## src/rtl/zpu_wb_arbiter.sv

```systemverilog
// rtl/zpu_wb_arbiter.sv - two-master round-robin arbiter for pipelined Wishbone
// Holds a grant for a master's whole cyc, caps outstanding strobes, synthesises an ack on slave timeout.
module zpu_wb_arbiter #(
    parameter int MAX_OUT = 4,
    parameter int TIMEOUT = 255
) (
    input  logic        clk,
    input  logic        rst,

    input  logic        m0_cyc,
    input  logic        m0_stb,
    input  logic        m0_we,
    input  logic [31:0] m0_adr,
    input  logic [31:0] m0_dat_o,
    input  logic [3:0]  m0_sel,
    output logic [31:0] m0_dat_i,
    output logic        m0_ack,
    output logic        m0_stall,

    input  logic        m1_cyc,
    input  logic        m1_stb,
    input  logic        m1_we,
    input  logic [31:0] m1_adr,
    input  logic [31:0] m1_dat_o,
    input  logic [3:0]  m1_sel,
    output logic [31:0] m1_dat_i,
    output logic        m1_ack,
    output logic        m1_stall,

    output logic        s_cyc,
    output logic        s_stb,
    output logic        s_we,
    output logic [31:0] s_adr,
    output logic [31:0] s_dat_o,
    output logic [3:0]  s_sel,
    input  logic [31:0] s_dat_i,
    input  logic        s_ack,
    input  logic        s_stall,

    output logic [1:0]  grant,
    output logic        timeout
);

    typedef enum logic [1:0] {
        IDLE = 2'd0,
        GNT0 = 2'd1,
        GNT1 = 2'd2
    } state_t;

    state_t      state;
    logic        last;
    logic [2:0]  outstanding;
    logic [7:0]  tcnt;

    logic        own0;
    logic        own1;
    logic        own_cyc;
    logic        own_stb;
    logic        own_we;
    logic [31:0] own_adr;
    logic [31:0] own_dat;
    logic [3:0]  own_sel;

    logic        full;
    logic        accept;
    logic        real_ack;
    logic        synth_ack;
    logic        any_ack;

    assign own0 = (state == GNT0);
    assign own1 = (state == GNT1);

    always_comb begin
        own_cyc = 1'b0;
        own_stb = 1'b0;
        own_we  = 1'b0;
        own_adr = 32'd0;
        own_dat = 32'd0;
        own_sel = 4'd0;
        if (own0) begin
            own_cyc = m0_cyc;
            own_stb = m0_stb;
            own_we  = m0_we;
            own_adr = m0_adr;
            own_dat = m0_dat_o;
            own_sel = m0_sel;
        end else if (own1) begin
            own_cyc = m1_cyc;
            own_stb = m1_stb;
            own_we  = m1_we;
            own_adr = m1_adr;
            own_dat = m1_dat_o;
            own_sel = m1_sel;
        end
    end

    assign full     = (outstanding == 3'(MAX_OUT));
    assign s_cyc    = own_cyc;
    assign s_stb    = own_stb & ~full;
    assign s_we     = own_we;
    assign s_adr    = own_adr;
    assign s_dat_o  = own_dat;
    assign s_sel    = own_sel;

    // Acks with nothing outstanding, or outside an owned cycle, are stale and dropped.
    assign accept    = s_cyc & s_stb & ~s_stall;
    assign real_ack  = s_cyc & s_ack & (outstanding != 3'd0);
    assign synth_ack = s_cyc & (outstanding != 3'd0) & ~real_ack & ~accept
                     & (tcnt == 8'(TIMEOUT - 1));
    assign any_ack   = real_ack | synth_ack;

    assign timeout  = synth_ack;
    assign grant    = {own1, own0};

    assign m0_ack   = own0 & any_ack;
    assign m0_stall = own0 ? (s_stall | full) : 1'b1;
    assign m0_dat_i = (own0 & ~synth_ack) ? s_dat_i : 32'd0;

    assign m1_ack   = own1 & any_ack;
    assign m1_stall = own1 ? (s_stall | full) : 1'b1;
    assign m1_dat_i = (own1 & ~synth_ack) ? s_dat_i : 32'd0;

    always_ff @(posedge clk) begin
        if (rst) begin
            state       <= IDLE;
            last        <= 1'b1;
            outstanding <= 3'd0;
            tcnt        <= 8'd0;
        end else begin
            unique case (state)
                IDLE: begin
                    if (m0_cyc && (!m1_cyc || last))
                        state <= GNT0;
                    else if (m1_cyc)
                        state <= GNT1;
                end
                GNT0: begin
                    if (!m0_cyc) begin
                        state <= IDLE;
                        last  <= 1'b0;
                    end
                end
                GNT1: begin
                    if (!m1_cyc) begin
                        state <= IDLE;
                        last  <= 1'b1;
                    end
                end
                default: state <= IDLE;
            endcase

            // Dropping cyc abandons whatever is still in flight.
            if (state == IDLE || !own_cyc) begin
                outstanding <= 3'd0;
                tcnt        <= 8'd0;
            end else begin
                outstanding <= outstanding + {2'b00, accept} - {2'b00, any_ack};
                if (accept || any_ack || outstanding == 3'd0)
                    tcnt <= 8'd0;
                else
                    tcnt <= tcnt + 8'd1;
            end
        end
    end

endmodule

```

## config.mk

```make
export PLATFORM = sky130hd
export DESIGN_NAME = zpu_wb_arbiter
export DESIGN_NICKNAME = d
export VERILOG_FILES = /design/src/rtl/zpu_wb_arbiter.sv
export SDC_FILE = /design/constraint.sdc
export NUM_CORES = 1
export LEC_CHECK = 0
export ABC_CLOCK_PERIOD_IN_PS = 3300
export CAP_MARGIN = 10
export CORE_AREA = 2 2 123 125
export DETAILED_ROUTE_END_ITERATION = 7
export DIE_AREA = 0 0 125 127
export PLACE_DENSITY = 0.61
export SLEW_MARGIN = 5
export SYNTH_ARGS = -nofsm -noshare
export SYNTH_HDL_FRONTEND = slang
export SYNTH_SLANG_ARGS = --single-unit
```

## constraint.sdc

```tcl
create_clock -name clk -period 3.3 [get_ports clk]
set_input_delay 0.495 -clock clk [delete_from_list [all_inputs] [get_ports clk]]
set_output_delay 0.495 -clock clk [all_outputs]
set_load 0.005 [all_outputs]
```

==> summary.txt <==
Status
  • Status: completed

Pwr
  • Internal Pwr Total: about 0.00075 W
  • Clock power frac: 0.252
  • Sw Ratio: 0.246
  • Sequential power share: 0.177
  • Peak supply drop: approximately 0.15 mV
  • LEAKAGE: 2.21 nW
  • Combinational power share: 0.572
  • Sw power: 0.000244 W
  • Pwr dens: 186 nW/um2

Placement
  • Placer Congestion: ~0.81
  • Area after DPL: 5260 um2
  • Pre-CTS WS: around 250 ps
  • I/O Buffers: around 320
  • Hpwl dp: approximately 11000 um

Detailed routing
  • Via count: 3158
  • Post-DRT Antenna Nets: 0
  • Post-Route WL: ~13000 um
  • DR WL/cell: 18.2 um
  • Top Layer Used: met4
  • Iteration-0 DRC Markers: between 90 and 100
  • Met1 wire length: 5490 um
  • Drt first pass iters: 4
  • DR vias/cell: ~4.3
  • Met3 WL: between 900 and 1000 um
  • Met2 wire length: 6770 um
  • Drt drc: 0

Clocking
  • CTS Buf Count: 3
  • CTS H-tree lvls: 1
  • TritonCTS clock tree: built
  • Setup repair bufs after CTS: 0
  • CTS Hold Buffers Added: 0
  • Root Driver: clkbuf_16
  • CTS Buffer Depth: 2
  • Post-CTS sizing: 0
  • CTS Sinks: 14
  • Clock Pin Slew Worst Setup and Hold Paths: roughly 40 ps
  • Clock Latency Late Sink: around 240 ps

STA
  • Period utilization: 0.921
  • Fin Hold WS: 462 ps
  • Fin Clk Skew: between 0.6 and 0.7 ps
  • Setup ws final: ~260 ps
  • Unrepaired setup endpoints after global routing: false
  • Setup TNS: 0 ps
  • Max Freq: approximately 330 MHz
  • Final setup viols: 0
  • Final hold viol count: 0
  • Fin crit period: approximately 3000 ps
  • Least-Margin Pin Slew: 633 ps
  • Slew margin rel.: 0.578
  • Final Max Tran Viols: 0

GRT
  • Global route overflow: 0
  • Vias in the first global route: 3037
  • Total global-route track usage: 0.149
  • Initial antenna violation count: 0
  • First-pass GRT wire length: ~19000 um
  • Largest net degree at the start of global routing: 66

Layout
  • Most common cell after layout, fill and taps aside: clkdlybuf4s50_1
  • Final Net Count: 733
  • Inserted Diodes: 0
  • Fill cells: approximately 1.5k
  • Most frequent cells in the layout: clkdlybuf4s50_1 (319), a22o_1 (69), and3_1 (65), nor2_1 (16), dfxtp_1 (14)
  • Fraction of layout cells with a size suffix above 1: 0.0255
  • Area Growth Syn to Fin: 175%
  • Design area: about 5300 um2

Worst setup path
  • R2R Path Start: state[1]
  • Worst EP arrival: about 2500 ps
  • Crit path from: m0_stb
  • Startpoint Class: primary input
  • Worst Setup EP: m0_dat_i[1]
  • Worst Setup Path Type: in -> out
  • Required time of the worst setup path: approximately 2800 ps
  • Nature of the critical path endpoint: primary output
  • Worst R2R End: outstanding[2]
  • R2R Setup Slk: 730 ps
  • Peak fanout along the critical path: between 60 and 70
  • R2r worst-path depth: 12

Logic synthesis
  • Post-synth EDFFs: 0
  • YS warnings: 0
  • Ys flop type: dfxtp_1
  • FFs w/ async S/R, synth: 0
  • Sequential area share after synthesis: 0.144
  • Syn Area/Cell: a little under 8 um2
  • Mapped cell area: between 1500 and 2000 um2
  • Syn Inst Count: approximately 250
  • Yosys cell types: 37
  • Yosys reg bits: 14
  • Net count after synthesis: roughly 440

Die
  • Die width: 125 um
  • Row Count: 44
  • I/O Pins: 320
  • Die height: between 100 and 150 um
  • Initial Utilization: 0.135
  • Core ar.: around 14000 um2
  • Die area: 15900 um2

Min path
  • Min-delay src: tcnt[0]
  • Hold crit path type: reg -> reg

Flow run
  • Max Cap Viol: 0
==> kinds of logic after synthesis <==
kind of cell | synth area share
adder cells (fa/ha/maj) | 0.0425
flip-flops | 0.144
XOR/XNOR | 0.0360
AO/OA/AOI/OAI | 0.349
AND/OR/NAND/NOR | 0.323
buffers and inverters | 0.106
==> worst min-delay path by stage <==
stage               depth (start not counted)  endpoint  slack [ps]
floorplan                                   1   tcnt[0]         430
global placement                            1   tcnt[0]         450
detailed placement                          1   tcnt[0]         460
CTS                                         1   tcnt[0]         470
global route                                1   tcnt[0]         500
finish                                      1   tcnt[0]         460
==> stage by stage <==
stage,cells,power [W],utilization
after floorplan,251,0.000317,-
after global placement,728,0.000745,0.365
after detailed placement,728,0.000746,0.365
after CTS,732,0.00100,0.371
after global routing,732,0.00104,0.371
final,732,0.000994,0.371
==> metal layers <==
metal,global-route usage,vias up
met1,0.181,1448
met5,0,-
met2,0.274,150
met4,0.0203,0
met3,0.0352,8
li1,-,1552
==> flip-flops by register name (all words and copies together), names as in the netlist <==
signal and cells:
tcnt 8, outstanding 3, state 2, last 1
==> final cells by class <==
cell class / count / area, um2 / share of cell area
sequential: 14 / 280 / 0.0524
clock buffer: 4 / 88.8 / 0.0166
tap: 184 / 230 / 0.0431
timing repair buffer: 324 / 3260 / 0.609
multi-input combinational: 199 / 1470 / 0.274
inverter: 7 / 26.3 / 0.00491
==> power by group through the flow <==
stage,clock [W],sequential (W),combinational (W)
CTS,0.000257,0.000175,0.000573
global placement,0,0.000179,0.000567
detailed placement,0,0.000179,0.000567
global route,0.000264,0.000176,0.000599
floorplan,0,0.000177,0.000140
finish,0.000250,0.000175,0.000568
==> critical path, stage by stage <==
cell and delay (ps):
clkdlybuf4s50_1 450, nand3b_1 100, a221oi_2 310, nand4b_2 210
buf_12 230, and3_1 200, clkdlybuf4s50_1 520
==> cells in the mapped netlist (all sizes together), types with 4 or more instances <==
library cell / count / area, um2
dfxtp: 14 / 280
xnor2: 4 / 35.0
and3: 65 / 407
xor2: 4 / 35.0
clkbuf: 12 / 45.0
nand2: 6 / 22.5
inv: 7 / 26.3
a22o: 70 / 614
nor2: 16 / 60.1
buf: 19 / 134
ha: 5 / 62.6
nand3: 4 / 20.0
Note: power is estimated with default switching activity, not from simulation.
